<file path="src/rtl/piarb_wrr_sch.sv">
// Weighted round-robin dequeue scheduler: tracks per-queue non-empty state from QM acks and
// issues at most one dequeue per cycle, capped at MAX_INFLIGHT requests awaiting a depth ack.
module piarb_wrr_sch #(
  parameter int NUM_QUEUES     = 32,
  parameter int QUEUE_ID_NBITS = 5,
  parameter int WEIGHT_NBITS   = 4,
  parameter int MAX_INFLIGHT   = 4,
  localparam int CNT_NBITS     = $clog2(MAX_INFLIGHT + 1)
) (
  input  logic                      clk,
  input  logic                      rst,
  input  logic                      sch_en,
  input  logic                      cfg_wr,
  input  logic [QUEUE_ID_NBITS-1:0] cfg_qid,
  input  logic [WEIGHT_NBITS-1:0]   cfg_weight,
  input  logic                      qm_enq_ack,
  input  logic                      qm_enq_to_empty,
  input  logic [QUEUE_ID_NBITS-1:0] qm_enq_ack_qid,
  input  logic                      sch_deq_depth_ack,
  input  logic                      sch_deq_depth_from_emptyp2,
  output logic                      sch_deq,
  output logic [QUEUE_ID_NBITS-1:0] sch_deq_qid,
  output logic [CNT_NBITS-1:0]      inflight_cnt,
  output logic                      err_unexp_ack
);

  localparam int PTR_NBITS = $clog2(MAX_INFLIGHT);

  logic [NUM_QUEUES-1:0]     r_active;
  logic [NUM_QUEUES-1:0]     r_pending;
  logic [WEIGHT_NBITS-1:0]   r_weight [NUM_QUEUES];
  logic [WEIGHT_NBITS-1:0]   r_credit [NUM_QUEUES];
  logic [QUEUE_ID_NBITS-1:0] r_ptr;
  logic [QUEUE_ID_NBITS-1:0] r_fifo [MAX_INFLIGHT];
  logic [PTR_NBITS-1:0]      r_wr_ptr;
  logic [PTR_NBITS-1:0]      r_rd_ptr;
  logic [CNT_NBITS-1:0]      r_cnt;
  logic                      r_deq;
  logic [QUEUE_ID_NBITS-1:0] r_deq_qid;
  logic                      r_err;

  logic [NUM_QUEUES-1:0]     w_eligible;
  logic                      w_ack_ok;
  logic                      w_ack_bad;
  logic [QUEUE_ID_NBITS-1:0] w_head_qid;
  logic [QUEUE_ID_NBITS-1:0] w_idx;
  logic                      w_found;
  logic [QUEUE_ID_NBITS-1:0] w_grant_qid;
  logic                      w_grant;
  logic                      w_credit_last;
  logic [QUEUE_ID_NBITS-1:0] w_ptr_nxt;
  logic [WEIGHT_NBITS-1:0]   w_cfg_weight_eff;
  logic [NUM_QUEUES-1:0]     w_set_mask;
  logic [NUM_QUEUES-1:0]     w_clr_mask;
  logic [NUM_QUEUES-1:0]     w_pop_mask;
  logic [NUM_QUEUES-1:0]     w_push_mask;

  function automatic logic [NUM_QUEUES-1:0] qid_onehot(input logic [QUEUE_ID_NBITS-1:0] qid);
    qid_onehot = {{(NUM_QUEUES-1){1'b0}}, 1'b1} << qid;
  endfunction

  assign w_eligible       = r_active & ~r_pending;
  assign w_ack_ok         = sch_deq_depth_ack & (r_cnt != {CNT_NBITS{1'b0}});
  assign w_ack_bad        = sch_deq_depth_ack & (r_cnt == {CNT_NBITS{1'b0}});
  assign w_head_qid       = r_fifo[r_rd_ptr];
  assign w_cfg_weight_eff = (cfg_weight == {WEIGHT_NBITS{1'b0}}) ? {{(WEIGHT_NBITS-1){1'b0}}, 1'b1}
                                                                  : cfg_weight;

  // Rotating priority search: first eligible queue at or after the RR pointer.
  always_comb begin
    w_found     = 1'b0;
    w_grant_qid = {QUEUE_ID_NBITS{1'b0}};
    w_idx       = {QUEUE_ID_NBITS{1'b0}};
    for (int i = 0; i < NUM_QUEUES; i++) begin
      w_idx = QUEUE_ID_NBITS'((int'(r_ptr) + i) % NUM_QUEUES);
      if (!w_found && w_eligible[w_idx]) begin
        w_found     = 1'b1;
        w_grant_qid = w_idx;
      end else begin
        w_found     = w_found;
        w_grant_qid = w_grant_qid;
      end
    end
  end

  // Grant qualification, pointer advance and per-queue bitmap update masks.
  always_comb begin
    w_grant       = sch_en & w_found & (r_cnt < CNT_NBITS'(MAX_INFLIGHT));
    w_credit_last = (r_credit[w_grant_qid] <= {{(WEIGHT_NBITS-1){1'b0}}, 1'b1});
    w_ptr_nxt     = r_ptr;
    if (w_grant && w_credit_last) begin
      w_ptr_nxt = (w_grant_qid == QUEUE_ID_NBITS'(NUM_QUEUES - 1)) ? {QUEUE_ID_NBITS{1'b0}}
                                                                   : w_grant_qid + QUEUE_ID_NBITS'(1);
    end else if (w_grant) begin
      w_ptr_nxt = w_grant_qid;
    end else begin
      w_ptr_nxt = r_ptr;
    end
    w_set_mask  = (qm_enq_ack & qm_enq_to_empty) ? qid_onehot(qm_enq_ack_qid) : {NUM_QUEUES{1'b0}};
    w_clr_mask  = (w_ack_ok & ~sch_deq_depth_from_emptyp2) ? qid_onehot(w_head_qid) : {NUM_QUEUES{1'b0}};
    w_pop_mask  = w_ack_ok ? qid_onehot(w_head_qid) : {NUM_QUEUES{1'b0}};
    w_push_mask = w_grant ? qid_onehot(w_grant_qid) : {NUM_QUEUES{1'b0}};
  end

  // Issue outputs, queue bitmaps, latency FIFO and in-flight count.
  always_ff @(posedge clk) begin
    if (rst) begin
      r_deq     <= 1'b0;
      r_deq_qid <= {QUEUE_ID_NBITS{1'b0}};
      r_active  <= {NUM_QUEUES{1'b0}};
      r_pending <= {NUM_QUEUES{1'b0}};
      r_wr_ptr  <= {PTR_NBITS{1'b0}};
      r_rd_ptr  <= {PTR_NBITS{1'b0}};
      r_cnt     <= {CNT_NBITS{1'b0}};
      r_err     <= 1'b0;
      for (int i = 0; i < MAX_INFLIGHT; i++) begin
        r_fifo[i] <= {QUEUE_ID_NBITS{1'b0}};
      end
    end else begin
      r_deq <= w_grant;
      if (w_grant) begin
        r_deq_qid                   <= w_grant_qid;
        r_fifo[r_wr_ptr]            <= w_grant_qid;
        r_wr_ptr                    <= (r_wr_ptr == PTR_NBITS'(MAX_INFLIGHT - 1)) ? {PTR_NBITS{1'b0}}
                                                                                 : r_wr_ptr + PTR_NBITS'(1);
      end
      if (w_ack_ok) begin
        r_rd_ptr <= (r_rd_ptr == PTR_NBITS'(MAX_INFLIGHT - 1)) ? {PTR_NBITS{1'b0}}
                                                               : r_rd_ptr + PTR_NBITS'(1);
      end
      // Set beats clear on the same queue.
      r_active  <= (r_active & ~w_clr_mask) | w_set_mask;
      r_pending <= (r_pending & ~w_pop_mask) | w_push_mask;
      case ({w_grant, w_ack_ok})
        2'b10:   r_cnt <= r_cnt + CNT_NBITS'(1);
        2'b01:   r_cnt <= r_cnt - CNT_NBITS'(1);
        default: r_cnt <= r_cnt;
      endcase
      if (w_ack_bad) begin
        r_err <= 1'b1;
      end
    end
  end

  // Weights, credits and RR pointer; a weight write overrides a same-cycle grant decrement.
  always_ff @(posedge clk) begin
    if (rst) begin
      r_ptr <= {QUEUE_ID_NBITS{1'b0}};
      for (int q = 0; q < NUM_QUEUES; q++) begin
        r_weight[q] <= {{(WEIGHT_NBITS-1){1'b0}}, 1'b1};
        r_credit[q] <= {{(WEIGHT_NBITS-1){1'b0}}, 1'b1};
      end
    end else begin
      r_ptr <= w_ptr_nxt;
      for (int q = 0; q < NUM_QUEUES; q++) begin
        if (cfg_wr && (cfg_qid == QUEUE_ID_NBITS'(q))) begin
          r_weight[q] <= w_cfg_weight_eff;
          r_credit[q] <= w_cfg_weight_eff;
        end else if (w_grant && (w_grant_qid == QUEUE_ID_NBITS'(q))) begin
          r_credit[q] <= w_credit_last ? r_weight[q] : r_credit[q] - WEIGHT_NBITS'(1);
        end
      end
    end
  end

  assign sch_deq       = r_deq;
  assign sch_deq_qid   = r_deq_qid;
  assign inflight_cnt  = r_cnt;
  assign err_unexp_ack = r_err;

endmodule

</file>
<file path="config.mk">
export PLATFORM = sky130hd
export DESIGN_NAME = piarb_wrr_sch
export DESIGN_NICKNAME = d
export VERILOG_FILES = /design/src/rtl/piarb_wrr_sch.sv
export SDC_FILE = /design/constraint.sdc
export NUM_CORES = 1
export LEC_CHECK = 0
export CORE_MARGIN = 2
export CORE_UTILIZATION = 25
export DETAILED_ROUTE_END_ITERATION = 12
export SKIP_CTS_REPAIR_TIMING = 1
export SLEW_MARGIN = 15
export SYNTH_ARGS = -nofsm -noshare
export SYNTH_HDL_FRONTEND = slang
export SYNTH_SLANG_ARGS = --single-unit
export TNS_END_PERCENT = 100
</file>
<file path="constraint.sdc">
create_clock -name clk -period 12.6 [get_ports clk]
set_clock_uncertainty 0.2 [all_clocks]
set_input_delay 2.52 -clock clk [delete_from_list [all_inputs] [get_ports clk]]
set_output_delay 2.52 -clock clk [all_outputs]
set_load 0.03 [all_outputs]
</file>
==> results.ini, run 1 <==
[grt]
grt_max_degree=87
antenna_found_initial=0
grt_pass1_vias=21311
grt-ovfl-total=0
grt_pass1_wl_um=136000
track_usage=0.164

[synth]
syn_inst=2703
ys_warn_count=0
avgSynthCellArea_um2=9.64
synth.net_count=2779
synth_edf_count=276
async_flop_share=0
synth-main-ff-cell=edfxtp_1
syn_area_mm2=0.0261
synth.yosys.seq_area_share=0.383
netlist-cell-type-count=123
ys_ff_latch=361

[final_layout]
final_cell_mix=276 x edfxtp_1, 208 x nand2_1, 201 x nor2_1, 177 x mux2i_1, 135 x a21oi_1
diodes=0
fin_util=0.279
drive_gt1_frac=0.103
seq_area_mm2=0.0100
area_growth_pct=10.7
fillerInstances=10891
multiInputGateArea_mm2=0.0146
layout.nets=2733
final_common_cell=edfxtp_1

[route]
initialDrtViolationCount=2583
route.detailed.drc=0
wl_met3_um=7160
vias=22334
ant_nets=0
top_layer=met4
drt-met1-wl_um=38700
drt_pass1_iterations=6
vias_per_cell=5.49
met2WireLength_um=40400
routedWlPerCell_um=22.1
wl_um=90000

[clocking]
cts_htree_levels=2
cts.sinks=361
clkTransAtPathRegs_ps=70
cts_made_buffers=41
tritoncts=built
clk_latency_ps=560
clockRootBuffer=clkbuf_16
cts_buffer_depth=3

[die]
core_mm2=0.103
io_pins=32
rows=118
dieArea_mm2=0.107
die_x_um=327
die_y_um=327
start_util=0.252

[worst_setup_path]
r2r-start=r_ptr[3]
cp-start-kind=flip-flop
rr_worst_depth=23
timing.rr.end=r_credit[15][0]
arrival_ps=10660
worst-path-max-fanout=75
regToRegSetupSlack_ps=2050
worstSetupPathType=reg -> reg
worstPathRequired_ps=12710
end_kind=flip-flop

[placed_design]
dp_hpwl_um=65600
gp_congestion=1.00
port_buffers=31

[timing]
finalHoldViolCount=0
fin_setup_tns_ps=0
tightest_slew_ps=1160
drv_slew=0
slew_headroom=0.207
fmax_ghz=0.0948
rsz0062_at_grt=no
setup_viol=0
period_minus_slack_ps=10550
fin_crit_sh=0.837

[hold_path]
whs_path_depth=2
hp-start=err_unexp_ack
min_path_type=reg -> reg
min_to=err_unexp_ack

[run_status]
status=completed

[run]
maxCapViolations=0

-- area by class of cell --
class,count,area share
clock buffer,47,0.0371
multi-input combinational,2043,0.508
inverter,139,0.0181
timing repair buffer,71,0.0215
sequential,361,0.346
clock inverter,25,0.00941
tap,1380,0.0598
-- flip-flops by register name, indices dropped and copies added, names as in the netlist, named ones only --
register,count
inflight_cnt,3
r_wr_ptr,2
r_credit,128
r_active,32
r_weight,128
sch_deq_qid,5
r_rd_ptr,2
r_pending,32
r_ptr,5
err_unexp_ack,1
r_fifo,20
sch_deq,1
-- how the worst max path moves through the flow --
stage	start	endpoint	slack, ps	cells after the start
after detailed placement	r_ptr[3]	r_credit[15][0]	2300	23
final	r_ptr[3]	r_credit[15][0]	2050	23
after CTS	r_ptr[3]	r_credit[15][0]	2270	23
after global placement	r_ptr[3]	r_credit[15][0]	2520	23
after global routing	r_ptr[3]	r_credit[15][0]	1800	23
after floorplan	r_ptr[1]	r_credit[7][0]	5320	27
-- layer usage --
metal,track usage,vias up
met4,0.0663,0
met1,0.223,10888
met2,0.260,1112
met5,0,-
met3,0.0226,209
li1,-,10125
-- critical path, stage by stage (launching register included) --
cell       delay (ps)
dfxtp_2           310
buf_4             490
clkinv_1          880
ha_1              630
a21boi_0          180
xnor2_1           700
mux4_2            520
o2111ai_4         250
nor4b_4           560
and3_1            220
buf_4             310
nand3_1           320
o311ai_4          160
o22ai_2           280
nor2_4            730
inv_2             480
a221oi_1          390
a31oi_1            80
o311a_1           400
nand4_2           240
and3_4            740
buf_12            500
mux2_2            400
o21a_1            170
-- synthesized netlist by cell type, types with 15 or more instances --
cell type / n / share of area
a211oi_1: 21 / 0.0061
a21oi_1: 135 / 0.026
and2_1: 21 / 0.0050
and3_1: 22 / 0.0053
buf_2: 27 / 0.0052
buf_6: 22 / 0.0095
clkbuf_1: 80 / 0.012
dfxtp_1: 85 / 0.065
edfxtp_1: 276 / 0.32
ha_1: 53 / 0.025
inv_1: 133 / 0.019
mux2_2: 15 / 0.0065
mux2_4: 16 / 0.0092
mux2i_1: 177 / 0.068
mux4_2: 52 / 0.045
nand2_1: 208 / 0.030
nand2b_1: 68 / 0.016
nand3_1: 96 / 0.018
nand3b_1: 34 / 0.0098
nand4_1: 83 / 0.020
nor2_1: 202 / 0.029
nor2b_1: 43 / 0.010
nor3_1: 80 / 0.015
nor3b_1: 16 / 0.0046
nor4_1: 15 / 0.0036
o211ai_1: 27 / 0.0078
o21a_1: 28 / 0.0081
o21ai_0: 127 / 0.024
o21ai_1: 15 / 0.0029
o22ai_1: 66 / 0.016
or2_2: 22 / 0.0053
or3_1: 15 / 0.0036
xnor2_1: 28 / 0.0094
xor2_1: 70 / 0.024
-- through the flow --
step	hold slack, ps	cell area (um2)	worst slack [ps]	std cells
finish	266	28900	2050	4066
CTS	276	28900	2270	4066
floorplan	254	26100	5320	2703
global route	316	28900	1800	4066
detailed placement	262	27500	2300	3994
global placement	251	27500	2520	3994
-- kinds of logic after synthesis --
group,count (synthesis),synth area share
simple gates,1019,0.210
compound gates,605,0.159
flops,361,0.383
buf+inv,299,0.0557
mux,264,0.130
xor+xnor,101,0.0348
fa+ha+maj,54,0.0262
Power of run 1 is not shown: default switching activity piles up to over one toggle a cycle in this logic, so the estimate is an artifact.
==> inputs of run 2 (changes only) <==
==> constraint.sdc (replaced) <==
create_clock -name clk -period 8.81 [get_ports clk]
set_clock_uncertainty 0.2 [all_clocks]
set_input_delay 1.762 -clock clk [delete_from_list [all_inputs] [get_ports clk]]
set_output_delay 1.762 -clock clk [all_outputs]
set_load 0.03 [all_outputs]
==> run 2 against run 1 <==
Register-to-register slack got worse by 1800 ps. Global-route usage is essentially flat. Sequential share of layout area shrank 0.33 points. Wire length is essentially flat. Cell count rose by 0.98%. Highest routed layer unchanged. Critical path depth increased by 1. Setup slack worse by 1800 ps. Hold slack gained 4.7 ps. Utilization rose by 0.26 points. Non-clock buffer count rose by 40.
==> results.ini, run 2 (same netlist as run 1, synthesis figures left out) <==
[run_status]
status=completed

[clocking]
clkTransAtPathRegs_ps=60  ; about the same
cts_made_buffers=40  ; -2.4%
cts_buffer_depth=3  ; unchanged
cts.sinks=361  ; unchanged
cts_htree_levels=2  ; unchanged
tritoncts=built
clk_latency_ps=590  ; +30 ps
clockRootBuffer=clkbuf_16

[die]
io_pins=32  ; unchanged
rows=118  ; unchanged
start_util=0.252  ; unchanged
core_mm2=0.103  ; unchanged
dieArea_mm2=0.107  ; unchanged
die_x_um=327  ; unchanged
die_y_um=327  ; unchanged

[final_layout]
drive_gt1_frac=0.117  ; +0.0139
diodes=0  ; unchanged
seq_area_mm2=0.0100  ; unchanged
top_regs=r_credit: 128 flops, r_weight: 128 flops
area_growth_pct=11.8
fillerInstances=10781  ; -1.0%
stdcell_count=4106  ; +0.98%
multiInputGateArea_mm2=0.0146  ; about the same
final_common_cell=edfxtp_1
final_cell_mix=276 x edfxtp_1, 208 x nand2_1, 201 x nor2_1, 177 x mux2i_1, 135 x a21oi_1
layout.nets=2772  ; +1.4%

[route]
drt_pass1_iterations=7  ; +1
ant_nets=0  ; unchanged
initialDrtViolationCount=3100  ; +20%
routedWlPerCell_um=21.9  ; -0.95%
vias=22468  ; +0.60%
route.detailed.drc=0  ; unchanged
vias_per_cell=5.47  ; -0.38%
wl_um=90100  ; about the same

[worst_setup_path]
max_stage_delay_ps=620  ; -260 ps
worstPathCellList=inv_1 > ha_1 > inv_1 > buf_4 > nand4_1 > nand4b_1 > mux4_2 > o2111ai_4 > nor4b_4 > buf_4 > and3_1 > a22oi_2 > a221oi_2 > a31oi_1 > o211a_1 > nor2_2 > and2_1 > buf_4 > a31oi_1 > o211ai_4 > and3_4 > buf_4 > mux2_2 > o21a_1
end_kind=flip-flop
arrival_ps=8670  ; -1990 ps
cp-start-kind=flip-flop
slowest_stage=and3_4
critPathTopFamily=simple AND/OR/NAND/NOR gates
timing.critical_path.mode_cell=buf_4
cp.depth=24  ; +4.3%
rr_worst_depth=24  ; +4.3%
worst-path-max-fanout=32  ; -57%
worstPathRequired_ps=8940  ; -3770 ps
worstSetupPathType=reg -> reg
crit_buf_inv=6  ; +1

[timing]
finalHoldViolCount=0  ; unchanged
tightest_slew_ps=1120  ; -37.0 ps
rsz0062_at_grt=no
fin_setup_tns_ps=0  ; unchanged
period_minus_slack_ps=8540  ; -2000 ps
setup_viol=0  ; unchanged
fin_crit_sh=0.970  ; +0.133
drv_slew=0  ; unchanged
fmax_ghz=0.117  ; +23%
slew_headroom=0.242  ; +0.0349

[grt]
grt-ovfl-total=0  ; unchanged
grt_pass1_vias=21361  ; +0.23%
track_usage=0.164  ; about the same
grt_pass1_wl_um=136000  ; +0.12%
antenna_found_initial=0  ; unchanged
grt_max_degree=85  ; -2.3%

[placed_design]
gp_congestion=1.02  ; +2.2%
port_buffers=31  ; unchanged
dp_hpwl_um=66100  ; +0.77%
placed_cells=4034  ; +1.0%

[run]
maxCapViolations=0  ; unchanged

[hold_path]
whs_path_depth=2  ; unchanged
min_path_type=reg -> reg

==> run 2: changes by cell type in the layout (fill, tap and decap cells not counted), moves of 2 or more <==
cell	previous run	this run
clkinv_2	6	8
clkbuf_1	5	7
buf_4	40	79
clkbuf_16	42	40
clkinv_1	15	10
==> run 2: layout make-up <==
type,count,share of cell area
clock buffers,48,0.0357
clock inverters,24,0.00923
well taps,1380,0.0593
flip-flops and latches,361,0.343
inverters,139,0.0179
multi-input cells,2043,0.503
repair buffers,111,0.0320
==> run 2: path summary, 6_finish.rpt <==
| path | slack [ps] | endpoint | from |
|---|---|---|---|
| setup / recovery | 270 | r_credit[15][0] | r_ptr[0] |
| hold / removal | 270 | err_unexp_ack | err_unexp_ack |
| setup reg to reg | 270 | r_credit[15][0] | r_ptr[0] |
| hold reg to reg | 270 | err_unexp_ack | err_unexp_ack |
==> run 2: tightest hold or removal path, stage by stage (launching register included) <==
cell,delay (ps)
dfxtp_1,330
a21oi_1,40
nor2_1,70
==> run 2: per-stage QoR <==
step | cell area, um2 | setup WS, ps | hold WS [ps] | utilization
2_1_floorplan | 26100 | 1530 | 254 | -
3_3_place_gp | 27800 | 644 | 251 | 0.269
3_5_place_dp | 27800 | 544 | 263 | 0.269
4_1_cts | 29100 | 506 | 277 | 0.281
5_1_grt | 29100 | 52.3 | 313 | 0.281
6_report | 29100 | 267 | 271 | 0.281
==> run 2: per-layer routing <==
| metal | GRT usage | vias to the layer above | wire [um] |
|---|---|---|---|
| met4 | 0.0713 | 0 | 3900 |
| met2 | 0.254 | 1172 | 39800 |
| met3 | 0.0268 | 221 | 8310 |
| met5 | 0 | - | 0 |
| met1 | 0.223 | 10888 | 38000 |
| li1 | - | 10187 | - |
Power of run 2 is left out for the same reason.
==> inputs of run 3 (changes only) <==
--- a/config.mk
+++ b/config.mk
@@ -8,9 +8,10 @@
 export CORE_MARGIN = 2
 export CORE_UTILIZATION = 25
 export DETAILED_ROUTE_END_ITERATION = 12
+export MAX_ROUTING_LAYER = met4
 export SKIP_CTS_REPAIR_TIMING = 1
 export SLEW_MARGIN = 15
 export SYNTH_ARGS = -nofsm -noshare
 export SYNTH_HDL_FRONTEND = slang
 export SYNTH_SLANG_ARGS = --single-unit
-export TNS_END_PERCENT = 100
+export TNS_END_PERCENT = 30
==> run 3 against run 2 <==
Wire length grew 2.2%. Setup slack gained 420 ps. Sequential cell count is the same. Clock-buffer cell count grew 2. Final area is essentially flat. Critical path type unchanged.
==> results.ini, run 3 (same netlist as run 1, synthesis figures left out) <==
[run]
maxCapViolations=0  ; unchanged

[final_layout]
final_common_cell=edfxtp_1
drive_gt1_frac=0.118  ; +0.00108
diodes=0  ; unchanged
final_cell_mix=276 x edfxtp_1, 208 x nand2_1, 201 x nor2_1, 177 x mux2i_1, 135 x a21oi_1
fillerInstances=10906  ; +1.2%
stdcell_count=4115  ; +0.22%
seq_area_mm2=0.0100  ; unchanged
multiInputGateArea_mm2=0.0146  ; unchanged
layout.nets=2780  ; +0.29%
top_regs=r_credit: 128 flops, r_weight: 128 flops
area_growth_pct=11.8  ; about the same
fin_util=0.281  ; about the same

[timing]
setup_viol=0  ; unchanged
tightest_slew_ps=1130  ; +7.33 ps
period_minus_slack_ps=8130  ; -416 ps
finalHoldViolCount=0  ; unchanged
slew_headroom=0.243  ; +0.000490
rsz0062_at_grt=no
fmax_ghz=0.123  ; +5.1%
setup_slack_ps=683  ; +416 ps
drv_slew=0  ; unchanged
fin_crit_sh=0.922  ; -0.0472
fin_setup_tns_ps=0  ; unchanged

[die]
dieArea_mm2=0.107  ; unchanged
io_pins=32  ; unchanged
core_mm2=0.103  ; unchanged
start_util=0.252  ; unchanged
rows=118  ; unchanged
die_y_um=327  ; unchanged
die_x_um=327  ; unchanged

[worst_setup_path]
end_kind=flip-flop
worst-path-max-fanout=33  ; +3.1%
cp-start-kind=flip-flop
worstPathRequired_ps=8920  ; -20 ps
worstSetupPathType=reg -> reg
arrival_ps=8240  ; -430 ps

[clocking]
clockRootBuffer=clkbuf_16
cts_buffer_depth=3  ; unchanged
cts_htree_levels=2  ; unchanged
clkTransAtPathRegs_ps=60  ; about the same
cts.sinks=361  ; unchanged
clk_latency_ps=580  ; about the same
cts_made_buffers=42  ; +5.0%
tritoncts=built

[route]
vias=22603  ; +0.60%
ant_nets=0  ; unchanged
vias_per_cell=5.49  ; +0.38%
routedWlPerCell_um=22.4  ; +2.0%
initialDrtViolationCount=2687  ; -13%
drt_pass1_iterations=6  ; -1
wl_um=92100  ; +2.2%
route.detailed.drc=0  ; unchanged

[hold_path]
min_path_type=reg -> reg

[grt]
track_usage=0.172  ; +0.00852
grt_max_degree=109  ; +28%
grt-ovfl-total=0  ; unchanged
gr-usage-met2=0.268  ; +0.0140
grt_pass1_vias=21521  ; +0.75%
busiest_layer=met2
antenna_found_initial=0  ; unchanged
use_met1=0.225  ; +0.00202
met3_usage=0.0257  ; -0.00115
grt_pass1_wl_um=138000  ; +1.7%

[placed_design]
dp_hpwl_um=68000  ; +3.0%
placed_cells=4040  ; +0.15%
gp_congestion=1.03  ; +1.1%
port_buffers=31  ; unchanged
place_ws_ps=811  ; +267 ps

[run_status]
status=completed

run 3: changes by cell type in the layout (fill, tap and decap cells not counted), moves of 2 or more:
cell	change
buf_4	+3
buf_12	+3
clkinv_4	+2
clkinv_1	+4
inv_6	+3
bufinv_16	-5
clkbuf_16	+2
run 3: layout make-up:
cell class,instances,area share
flip-flops and latches,361,0.343
clock buffers,50,0.0371
multi-input cells,2043,0.503
clock inverters,25,0.00498
repair buffers,117,0.0349
well taps,1380,0.0593
inverters,139,0.0179
run 3: critical path, cell delays in order, from the launching register on:
cell and delay [ps]:
dfxtp_1 380, clkinv_1 110, ha_1 660, nor2_1 220, and3_1 270, or4_1 520, mux4_2 580, o2111ai_2 240
nor4_2 100, buf_4 170, and3_1 330, buf_4 260, a22oi_2 290, o211ai_1 280, a31oi_1 270, o211a_1 400
nor2_2 140, buf_4 260, o21ai_0 310, o22ai_1 260, o211ai_4 240, and3_4 500, buf_12 320, mux2_4 330
o21a_1 170
run 3: final timing paths:
path / end / cells past startpoint / from / slack [ps]
min: err_unexp_ack / 2 / err_unexp_ack / 270
max reg2reg: r_credit[8][0] / 24 / r_ptr[2] / 680
min reg2reg: err_unexp_ack / 2 / err_unexp_ack / 270
max: r_credit[8][0] / 24 / r_ptr[2] / 680
run 3: metrics by stage:
step	hold slack (ps)	instance area, um2
5_1_grt	320	29100
2_1_floorplan	254	26100
3_3_place_gp	248	27900
6_report	266	29100
4_1_cts	277	29100
3_5_place_dp	263	27900
run 3: routing by layer:
layer,vias to the layer above,wire [um],part of all wire
met1,11088,39400,0.43
met2,1063,41700,0.45
li1,10231,-,-
met5,-,0,0
met4,0,3770,0.041
met3,221,7220,0.078
Power of run 3 is left out for the same reason.
